`src/rtl/gnr_pkg.sv`:
```
// Shared types and defaults for the GNR attractor sweep controller.
package gnr_pkg;

    localparam int N_NODES_DEF = 8;
    localparam int STEP_W_DEF  = 16;

    typedef enum logic [2:0] {
        ST_IDLE,
        ST_LOAD,
        ST_STEP,
        ST_CHECK,
        ST_PERIOD,
        ST_RESULT,
        ST_DONE
    } gnr_state_t;

endpackage

```
`src/rtl/gnr_attractor_ctrl_if.sv`:
```
// Host/config, node-bank and result-stream signals of the attractor controller.
interface gnr_attractor_ctrl_if #(
    parameter int N_NODES = 8,
    parameter int STEP_W  = 16
);
    logic                start;
    logic [N_NODES-1:0]  cfg_first;
    logic [N_NODES-1:0]  cfg_last;
    logic [STEP_W-1:0]   cfg_max_steps;
    logic                reset_nos;
    logic                start_s0;
    logic                start_s1;
    logic [N_NODES-1:0]  init_state;
    logic [N_NODES-1:0]  alpha_s0;
    logic [N_NODES-1:0]  alpha_s1;
    logic                res_valid;
    logic                res_ready;
    logic [N_NODES-1:0]  res_init;
    logic [STEP_W-1:0]   res_steps;
    logic [STEP_W-1:0]   res_period;
    logic                res_timeout;
    logic                busy;
    logic                done;

    modport master (
        input  start, cfg_first, cfg_last, cfg_max_steps, alpha_s0, alpha_s1, res_ready,
        output reset_nos, start_s0, start_s1, init_state,
        output res_valid, res_init, res_steps, res_period, res_timeout, busy, done
    );

    modport slave (
        output start, cfg_first, cfg_last, cfg_max_steps, alpha_s0, alpha_s1, res_ready,
        input  reset_nos, start_s0, start_s1, init_state,
        input  res_valid, res_init, res_steps, res_period, res_timeout, busy, done
    );
endinterface

```
`src/rtl/gnr_step_counter.sv`:
```
// Clearable up-counter with equality compare against a run limit.
module gnr_step_counter #(
    parameter int STEP_W = 16
) (
    input  logic              clk,
    input  logic              rst_n,
    input  logic              clear,
    input  logic              inc,
    input  logic [STEP_W-1:0] limit,
    output logic [STEP_W-1:0] count,
    output logic              at_limit
);
    always_ff @(posedge clk or negedge rst_n) begin
        if (!rst_n) begin
            count <= '0;
        end else if (clear) begin
            count <= '0;
        end else if (inc) begin
            count <= count + STEP_W'(1);
        end
    end

    assign at_limit = (count == limit);
endmodule

```
`src/rtl/gnr_attractor_ctrl.sv`:
```
// Sweeps initial states through a GNR node bank and finds attractors by Floyd cycle detection.
// Define GNR_PERIOD_EN to additionally measure the attractor period after each match.
module gnr_attractor_ctrl
    import gnr_pkg::*;
#(
    parameter int N_NODES = N_NODES_DEF,
    parameter int STEP_W  = STEP_W_DEF
) (
    input  logic                 clk,
    input  logic                 rst_n,
    gnr_attractor_ctrl_if.master bus
);
    typedef struct packed {
        logic [N_NODES-1:0] init;
        logic [STEP_W-1:0]  steps;
        logic [STEP_W-1:0]  period;
        logic               timeout;
    } result_t;

    gnr_state_t          state_reg;
    logic [N_NODES-1:0]  cur_reg;
    logic [N_NODES-1:0]  last_reg;
    logic [STEP_W-1:0]   max_reg;
    logic                busy_reg;
    logic                done_reg;
    logic                reset_nos_reg;
    logic                start_s0_reg;
    logic                start_s1_reg;
    logic [N_NODES-1:0]  init_state_reg;
    logic                res_valid_reg;
    result_t             res_reg;

    logic [STEP_W-1:0]   step_count;
    logic                step_at_limit;
    logic [STEP_W-1:0]   max_norm;
    logic                alpha_eq;
    logic                fin_go;
    logic                fin_timeout;
    logic [STEP_W-1:0]   fin_period;
    logic                go_period;
    logic [N_NODES-1:0]  cur_inc;

    assign max_norm = (bus.cfg_max_steps == '0) ? STEP_W'(1) : bus.cfg_max_steps;
    assign alpha_eq = (bus.alpha_s0 == bus.alpha_s1);
    assign cur_inc  = cur_reg + N_NODES'(1);

    gnr_step_counter #(.STEP_W(STEP_W)) u_step_cnt (
        .clk      (clk),
        .rst_n    (rst_n),
        .clear    (state_reg == ST_LOAD),
        .inc      (state_reg == ST_STEP),
        .limit    (max_reg),
        .count    (step_count),
        .at_limit (step_at_limit)
    );

`ifdef GNR_PERIOD_EN
    logic                in_period_reg;
    logic [STEP_W-1:0]   period_count;
    logic                period_at_limit;

    gnr_step_counter #(.STEP_W(STEP_W)) u_period_cnt (
        .clk      (clk),
        .rst_n    (rst_n),
        .clear    ((state_reg == ST_CHECK) && !in_period_reg),
        .inc      (state_reg == ST_PERIOD),
        .limit    (max_reg),
        .count    (period_count),
        .at_limit (period_at_limit)
    );
`endif

    // Decision taken in CHECK; a match on the same cycle as the limit wins.
    always_comb begin
        fin_go      = 1'b0;
        fin_timeout = 1'b0;
        fin_period  = '0;
        go_period   = 1'b0;
`ifdef GNR_PERIOD_EN
        if (in_period_reg) begin
            if (alpha_eq) begin
                fin_go     = 1'b1;
                fin_period = period_count;
            end else if (period_at_limit) begin
                fin_go      = 1'b1;
                fin_timeout = 1'b1;
                fin_period  = max_reg;
            end else begin
                go_period = 1'b1;
            end
        end else if (alpha_eq && (step_count >= STEP_W'(2))) begin
            go_period = 1'b1;
        end else if (step_at_limit) begin
            fin_go      = 1'b1;
            fin_timeout = 1'b1;
        end
`else
        if (alpha_eq && (step_count >= STEP_W'(2))) begin
            fin_go = 1'b1;
        end else if (step_at_limit) begin
            fin_go      = 1'b1;
            fin_timeout = 1'b1;
        end
`endif
    end

    always_ff @(posedge clk or negedge rst_n) begin
        if (!rst_n) begin
            state_reg      <= ST_IDLE;
            cur_reg        <= '0;
            last_reg       <= '0;
            max_reg        <= '0;
            busy_reg       <= 1'b0;
            done_reg       <= 1'b0;
            reset_nos_reg  <= 1'b0;
            start_s0_reg   <= 1'b0;
            start_s1_reg   <= 1'b0;
            init_state_reg <= '0;
            res_valid_reg  <= 1'b0;
            res_reg        <= '0;
`ifdef GNR_PERIOD_EN
            in_period_reg  <= 1'b0;
`endif
        end else begin
            case (state_reg)
                ST_IDLE: begin
                    if (bus.start) begin
                        cur_reg        <= bus.cfg_first;
                        last_reg       <= bus.cfg_last;
                        max_reg        <= max_norm;
                        busy_reg       <= 1'b1;
                        reset_nos_reg  <= 1'b1;
                        init_state_reg <= bus.cfg_first;
                        state_reg      <= ST_LOAD;
                    end
                end
                ST_LOAD: begin
                    reset_nos_reg <= 1'b0;
                    start_s0_reg  <= 1'b1;
                    start_s1_reg  <= 1'b1;
                    state_reg     <= ST_STEP;
                end
                ST_STEP: begin
                    start_s0_reg <= 1'b0;
                    start_s1_reg <= 1'b0;
                    state_reg    <= ST_CHECK;
                end
                ST_CHECK: begin
                    if (fin_go) begin
                        res_valid_reg   <= 1'b1;
                        res_reg.init    <= cur_reg;
                        res_reg.steps   <= step_count;
                        res_reg.period  <= fin_period;
                        res_reg.timeout <= fin_timeout;
                        state_reg       <= ST_RESULT;
`ifdef GNR_PERIOD_EN
                        in_period_reg   <= 1'b0;
`endif
                    end else if (go_period) begin
`ifdef GNR_PERIOD_EN
                        in_period_reg   <= 1'b1;
`endif
                        start_s1_reg    <= 1'b1;
                        state_reg       <= ST_PERIOD;
                    end else begin
                        start_s0_reg    <= 1'b1;
                        start_s1_reg    <= 1'b1;
                        state_reg       <= ST_STEP;
                    end
                end
                ST_PERIOD: begin
                    start_s1_reg <= 1'b0;
                    state_reg    <= ST_CHECK;
                end
                ST_RESULT: begin
                    if (bus.res_ready) begin
                        res_valid_reg <= 1'b0;
                        if (cur_reg == last_reg) begin
                            done_reg  <= 1'b1;
                            busy_reg  <= 1'b0;
                            state_reg <= ST_DONE;
                        end else begin
                            cur_reg        <= cur_inc;
                            init_state_reg <= cur_inc;
                            reset_nos_reg  <= 1'b1;
                            state_reg      <= ST_LOAD;
                        end
                    end
                end
                ST_DONE: begin
                    done_reg  <= 1'b0;
                    state_reg <= ST_IDLE;
                end
                default: state_reg <= ST_IDLE;
            endcase
        end
    end

    assign bus.reset_nos   = reset_nos_reg;
    assign bus.start_s0    = start_s0_reg;
    assign bus.start_s1    = start_s1_reg;
    assign bus.init_state  = init_state_reg;
    assign bus.res_valid   = res_valid_reg;
    assign bus.res_init    = res_reg.init;
    assign bus.res_steps   = res_reg.steps;
    assign bus.res_period  = res_reg.period;
    assign bus.res_timeout = res_reg.timeout;
    assign bus.busy        = busy_reg;
    assign bus.done        = done_reg;
endmodule

```
`src/flat_wrapper.sv`:
```
// flat-port wrapper written by rule: the top's interface ports become plain ports
module gnr_attractor_ctrl_flat import gnr_pkg::*;
#(
    parameter int N_NODES = N_NODES_DEF,
    parameter int STEP_W  = STEP_W_DEF
)
  (clk, rst_n, bus_start, bus_cfg_first, bus_cfg_last, bus_cfg_max_steps, bus_alpha_s0, bus_alpha_s1, bus_res_ready, bus_reset_nos, bus_start_s0, bus_start_s1, bus_init_state, bus_res_valid, bus_res_init, bus_res_steps, bus_res_period, bus_res_timeout, bus_busy, bus_done);
  gnr_attractor_ctrl_if #(.N_NODES(N_NODES), .STEP_W(STEP_W)) bus_i ();
  input  logic clk;
  input  logic rst_n;
  input wire logic [$bits(bus_i.start)-1:0] bus_start;
  input wire logic [$bits(bus_i.cfg_first)-1:0] bus_cfg_first;
  input wire logic [$bits(bus_i.cfg_last)-1:0] bus_cfg_last;
  input wire logic [$bits(bus_i.cfg_max_steps)-1:0] bus_cfg_max_steps;
  input wire logic [$bits(bus_i.alpha_s0)-1:0] bus_alpha_s0;
  input wire logic [$bits(bus_i.alpha_s1)-1:0] bus_alpha_s1;
  input wire logic [$bits(bus_i.res_ready)-1:0] bus_res_ready;
  output wire logic [$bits(bus_i.reset_nos)-1:0] bus_reset_nos;
  output wire logic [$bits(bus_i.start_s0)-1:0] bus_start_s0;
  output wire logic [$bits(bus_i.start_s1)-1:0] bus_start_s1;
  output wire logic [$bits(bus_i.init_state)-1:0] bus_init_state;
  output wire logic [$bits(bus_i.res_valid)-1:0] bus_res_valid;
  output wire logic [$bits(bus_i.res_init)-1:0] bus_res_init;
  output wire logic [$bits(bus_i.res_steps)-1:0] bus_res_steps;
  output wire logic [$bits(bus_i.res_period)-1:0] bus_res_period;
  output wire logic [$bits(bus_i.res_timeout)-1:0] bus_res_timeout;
  output wire logic [$bits(bus_i.busy)-1:0] bus_busy;
  output wire logic [$bits(bus_i.done)-1:0] bus_done;
  assign bus_i.start = bus_start;
  assign bus_i.cfg_first = bus_cfg_first;
  assign bus_i.cfg_last = bus_cfg_last;
  assign bus_i.cfg_max_steps = bus_cfg_max_steps;
  assign bus_i.alpha_s0 = bus_alpha_s0;
  assign bus_i.alpha_s1 = bus_alpha_s1;
  assign bus_i.res_ready = bus_res_ready;
  assign bus_reset_nos = bus_i.reset_nos;
  assign bus_start_s0 = bus_i.start_s0;
  assign bus_start_s1 = bus_i.start_s1;
  assign bus_init_state = bus_i.init_state;
  assign bus_res_valid = bus_i.res_valid;
  assign bus_res_init = bus_i.res_init;
  assign bus_res_steps = bus_i.res_steps;
  assign bus_res_period = bus_i.res_period;
  assign bus_res_timeout = bus_i.res_timeout;
  assign bus_busy = bus_i.busy;
  assign bus_done = bus_i.done;
  gnr_attractor_ctrl #(.N_NODES(N_NODES), .STEP_W(STEP_W)) u_core (.clk(clk), .rst_n(rst_n), .bus(bus_i));
endmodule
```
`config.mk`:
```
export PLATFORM = sky130hd
export DESIGN_NAME = gnr_attractor_ctrl_flat
export DESIGN_NICKNAME = d
export VERILOG_FILES = /design/src/rtl/gnr_pkg.sv /design/src/rtl/gnr_attractor_ctrl_if.sv /design/src/rtl/gnr_step_counter.sv /design/src/rtl/gnr_attractor_ctrl.sv /design/src/flat_wrapper.sv
export SDC_FILE = /design/constraint.sdc
export NUM_CORES = 1
export LEC_CHECK = 0
export CAP_MARGIN = 20
export CORE_UTILIZATION = 40
export CTS_CLUSTER_DIAMETER = 200
export DETAILED_ROUTE_END_ITERATION = 8
export GPL_TIMING_DRIVEN = 1
export HOLD_SLACK_MARGIN = 0.02
export PLACE_DENSITY = 0.67
export SLEW_MARGIN = 15
export SYNTH_ARGS = -nofsm -noshare
export SYNTH_HDL_FRONTEND = slang
export SYNTH_SLANG_ARGS = --single-unit
export TNS_END_PERCENT = 5
```
`constraint.sdc`:
```
create_clock -name clk -period 2.75 [get_ports clk]
set_input_delay 0.825 -clock clk [delete_from_list [all_inputs] [get_ports clk]]
set_output_delay 0.825 -clock clk [all_outputs]
set_load 0.03 [all_outputs]
```
# After elaboration in Yosys (flattened, before gate mapping)

Index checks and enable logic that the tools add are counted.
Widths: inputs -> output; s select.

Flip-flop bits (word level): 82
Bits in latches: 0
RAM bits: 0
ROM bits: 0
Input bits: 52
Output and inout port bits: 55
Logic and storage cells: 84
Memories: 0

Add/subtract/negate cells: 2
Multipliers: 0
Divide/modulo/power cells: 0
Order comparisons: 1
Equal/unequal tests: 15
Shift-type cells: 0
Muxes and demuxes: 31
Bitwise gates (word level): 0
Reductions and logical operators: 21

Operator list:

| cell                  | count |
|---|---|
| $mux 16               | 3 |
| $mux 8                | 3 |
| $add 16x1->16 const B | 1 |
| $eq 16x16->1          | 1 |
| $eq 8x8->1            | 2 |
| $ge 16x2->1 const B   | 1 |
| $logic_not 16->1      | 1 |
| $pmux 8 s2            | 1 |
| $pmux 3 s5            | 1 |
| $mux 1                | 13 |
| $mux 3                | 4 |
| $reduce_and 4->1      | 3 |
| $reduce_and 2->1      | 5 |
| $eq 3x3->1 const B    | 3 |
| $pmux 1 s3            | 3 |
| $reduce_bool 3->1     | 3 |
| $add 8x1->8 const B   | 1 |
| $ne 2x2->1 const B    | 4 |
| $reduce_bool 2->1     | 4 |
| $eq 3x2->1 const B    | 2 |
| $pmux 1 s2            | 3 |
| $reduce_and 3->1      | 2 |
| $ne 2x1->1 const B    | 2 |
| $eq 3x1->1 const B    | 1 |
| other kinds (3)       | 3 |

# Logic depth before layout (Yosys ltp)

Word-level depth: 5
Gate-level depth with buffers: 8
Depth with buffers taken out: 7

# Cells and area by module

A second synthesis with hierarchy kept.

Cells, all modules: 378
Area, all modules: 4,336.7 um^2

By module, submodules not included:

| module             | instances | cells an instance | area each (um^2) | seq. area each (um^2) |
|---|---|---|---|---|
| gnr_attractor_ctrl | 1         | 274               | 3,311.9          | 1,651.6 |
| gnr_step_counter   | 1         | 104               | 1,024.7          | 400.4 |

# Worst setup path before layout

No wires, ideal clock.

Kind: input port to flip-flop
From: input bus_alpha_s1[4]
To: register u_core.res_reg, in the netlist u_core.bus.res_steps[10]
Library setup time: 0.125 ns
Data arrival time: 2.221 ns
Required time: 2.625 ns
Path slack: 0.404 ns
Cell stages on the path: 6
Buffers on the path: 1
Path through: xor2_1 nor4_1 nand3_1 a21oi_4 buf_8 mux2_4

Longest elaborated chain between the ends: 4

Ends and longest elaborated chain:

| what                              | RTL line                 | source |
|---|---|---|
| start: declaration                | flat_wrapper.sv:16       | `input wire logic [$bits(bus_i.alpha_s1)-1:0] bus_alpha_s1;` |
| $eq 8x8->1                        | gnr_attractor_ctrl.sv:44 | `assign alpha_eq = (bus.alpha_s0 == bus.alpha_s1);` |
| $logic_and 1x1->1                 | gnr_attractor_ctrl.sv:98 | `if (alpha_eq && (step_count >= STEP_W'(2))) begin` |
| $mux 1                            | gnr_attractor_ctrl.sv:98 |  |
| $reduce_and 2->1 (no source line) | n/a                      |  |
| end: declaration                  | gnr_attractor_ctrl.sv:31 | `result_t res_reg;` |

Every way passes these cells.
A chain may end at the register's enable or synchronous reset.

# Worst setup path in the final report

From: input bus_alpha_s1[4]
To: register u_core.res_reg, in the netlist u_core.bus.res_steps[14]

The elaborated chain is that of the path after synthesis.

==> results.md <==
* Outcome: complete, no violations
* Avg Inst Size Synth at 9.97 um^2
* Sequential fraction of the synthesis area at 48.5%
* Core area at 10300 um^2
* Largest area contributor in the netlist: dfrtp_1
* Initial Util at 41.1%
* GRT Total Usage at 17.5%
* CP arrival at 2770 ps
* Top cells by area, synth: dfrtp_1, nand2_1, mux2_4, xor2_1, buf_4
* FP Rows at 37
* Port Buffer Count at 90
* Final WL at 9340 um
* Clock share of power at 21.2%
* Post-CTS Setup Inserts at 0
* Number of global-route vias before repair at 3231
* RSZ-0062 raised after global routing: no
* Clk buf depth at 2
* Antenna-violating nets left at 0
* Post-cts resize count at 0
* Layout Skew at 7.66 ps
* # clock sinks at 82
* Max Cap Viol at 0
* Switching pwr at 1750 uW
* CTS root buf: clkbuf_8
* Startpoint Class: input pin
* Largest net degree at the start of global routing at 34
* R2R depth at 6
* Router iterations before antenna repair at 4
* Mux contribution to synthesized area at 8.88%
* Power Dens Cells at 848 nW/um^2
* Final WS setup at 229 ps
* Yosys cell types at 50
* Synth Cell Area at 4230 um^2
* Share of cells above drive strength 1 at 11.7%
* Most common library cells after synthesis: nand2_1, dfrtp_1, xor2_1
* Comb pwr share at 37.3%
* Die area at 11000 um^2
* Synth warn at 0
* 1st-iter DRT viols at 129
* FMAX at 397 MHz
* N_diodes at 0
* Sequential Power Share at 41.5%
* Critical path peak fanout at 15
* Cell with the most instances after synthesis: nand2_1
* Final min period at 2520 ps
* Vias per cell at 5.03
* Critical path class: in -> reg
* DP Area at 5250 um^2
* Post-synthesis simple-gate area fraction at 19.0%
* Die Span Y at 105 um
* Tcrit/Tclk final at 91.7%
* Antenna violations before repair at 0
* Cts hold-fix bufs at 0
* Residual overflow from global routing at 0
* Post-route design area at 5470 um^2
* Die W at 105 um
* Peak VDD IR at 334 uV
* First-pass GRT wire length at 15300 um
* CTS tree: done
* Gate Count Post-Synth at 424
* Setup TNS at 0 ps
* P_leak at 0.00258 uW
* # H-tree levels at 3
* Sw Share at 37.8%
* Worst skew pair latency at 350 ps
* Final setup vio count at 0
* Detail Placement HPWL at 6960 um
* Total power at 4640 uW
* Wirelength per Cell at 14.2 um
* Worst EP required at 3000 ps
* Max Slew Vio Count at 0
* Clock slew at reported path FFs at 90 ps
* FF+latch count, synth at 82
* Dpl ws at -186 ps
* Vias at 3302
* Final nets at 571
* Most used DFF post-synth: dfrtp_1
* XOR/XNOR Fraction of Synth Area at 7.25%
* Int Power at 2890 uW
* Final hold slack at 376 ps
* Filler instances at 950
* Largest family of logic cells by synthesized area: simple AND/OR/NAND/NOR gates
* Complex-gate fraction of the synthesized area at 9.56%
* EDFF count, synth at 0
* Final Hold Viols at 0
* Ys async rst share at 100%
* Post-synth top area share at 48.5%
* Hold Crit Class: in -> async
* DRC at 0
* CTS Buf Count at 9
* Final GP Congestion at 0.832
* CP endpoint kind: register
* Post-Synth Adder-Cell Area at 0.888%
* I/O pin count at 107
* Layout area overhead at 29.4%
## path summary, 6_finish.rpt
kind,start,to,slack [ps]
worst max-delay path,bus_alpha_s1[4],u_core.bus.res_steps[14],230
worst min-delay path,rst_n,u_core.bus.res_steps[6],380
worst max register to register,u_core.u_step_cnt.count[7],u_core.bus.res_steps[14],560
worst min register to register,u_core.bus.res_timeout,u_core.bus.res_timeout,500
max in group asynchronous,rst_n,u_core.bus.init_state[6],1760
min in group clk,u_core.bus.res_timeout,u_core.bus.res_timeout,500
## logic make-up (layout without fill, tap and decap cells)
| family | count (synthesis) | count (layout) |
|---|---|---|
| XOR/XNOR | 35 | 35 |
| buffers and inverters | 40 | 122 |
| AND/OR/NAND/NOR | 173 | 173 |
| multiplexers | 28 | 28 |
| adder cells (fa/ha/maj) | 3 | 3 |
| flip-flops | 82 | 82 |
| other | 1 | 16 |
| AO/OA/AOI/OAI | 62 | 62 |
## layer usage
layer  wire (um)  vias up  global-route usage [%]
met5           0        -                       0
met4         288        0                    9.05
met3         508       22                    4.18
met2        4110      104                    26.1
met1        4430     1569                    23.7
li1            -     1607                       -
## power groups by stage
stage | Combinational, uW | Sequential (uW) | Clock (uW)
floorplan | 866 | 2130 | 0
global placement | 1710 | 1940 | 0
detailed placement | 1730 | 1950 | 0
CTS | 1740 | 1920 | 1000
global route | 1890 | 1980 | 1050
finish | 1730 | 1930 | 983
## worst max-delay path, stage by stage
cell and delay, ps:
clkdlybuf4s50_1 410, xor2_1 160, nor4_1 370, nand3_1 210
a21oi_4 250, buf_12 190, mux2_2 340
## placed cells by master (no fill, tap or decap), types with 5 or more instances in the layout
master / Yosys / final
and3_1: 12 / 12
nand4_1: 5 / 5
conb_1: 1 / 16
clkbuf_8: 0 / 10
mux2_2: 8 / 8
nand2_1: 101 / 101
clkdlybuf4s50_1: 0 / 89
xor2_1: 26 / 26
nand3_1: 10 / 10
dfrtp_1: 82 / 82
mux2_4: 17 / 17
nor2_1: 15 / 15
o2bb2a_1: 6 / 6
a31oi_1: 7 / 7
buf_4: 16 / 9
inv_1: 5 / 5
o21ai_0: 23 / 23
a21oi_1: 10 / 10
nor4_1: 11 / 11
xnor2_1: 9 / 9
## stage by stage
| stage | instances | utilization (%) |
|---|---|---|
| after CTS | 657 | 53.3 |
| final | 657 | 53.3 |
| after detailed placement | 641 | 51.0 |
| after global placement | 641 | 51.0 |
| after floorplan | 439 | - |
| after global routing | 657 | 53.3 |
## cell type report
type                       count  area (um^2)  share of cell area [%]
clock buffer                  10          138                    2.51
clock inverter                 6         88.8                    1.62
inverter                       5         18.8                   0.343
multi-input combinational    317         1990                    36.3
sequential                    82         2050                    37.5
tap                          136          170                    3.11
timing repair buffer         101         1020                    18.6
Power figures use the tool's default switching activity.
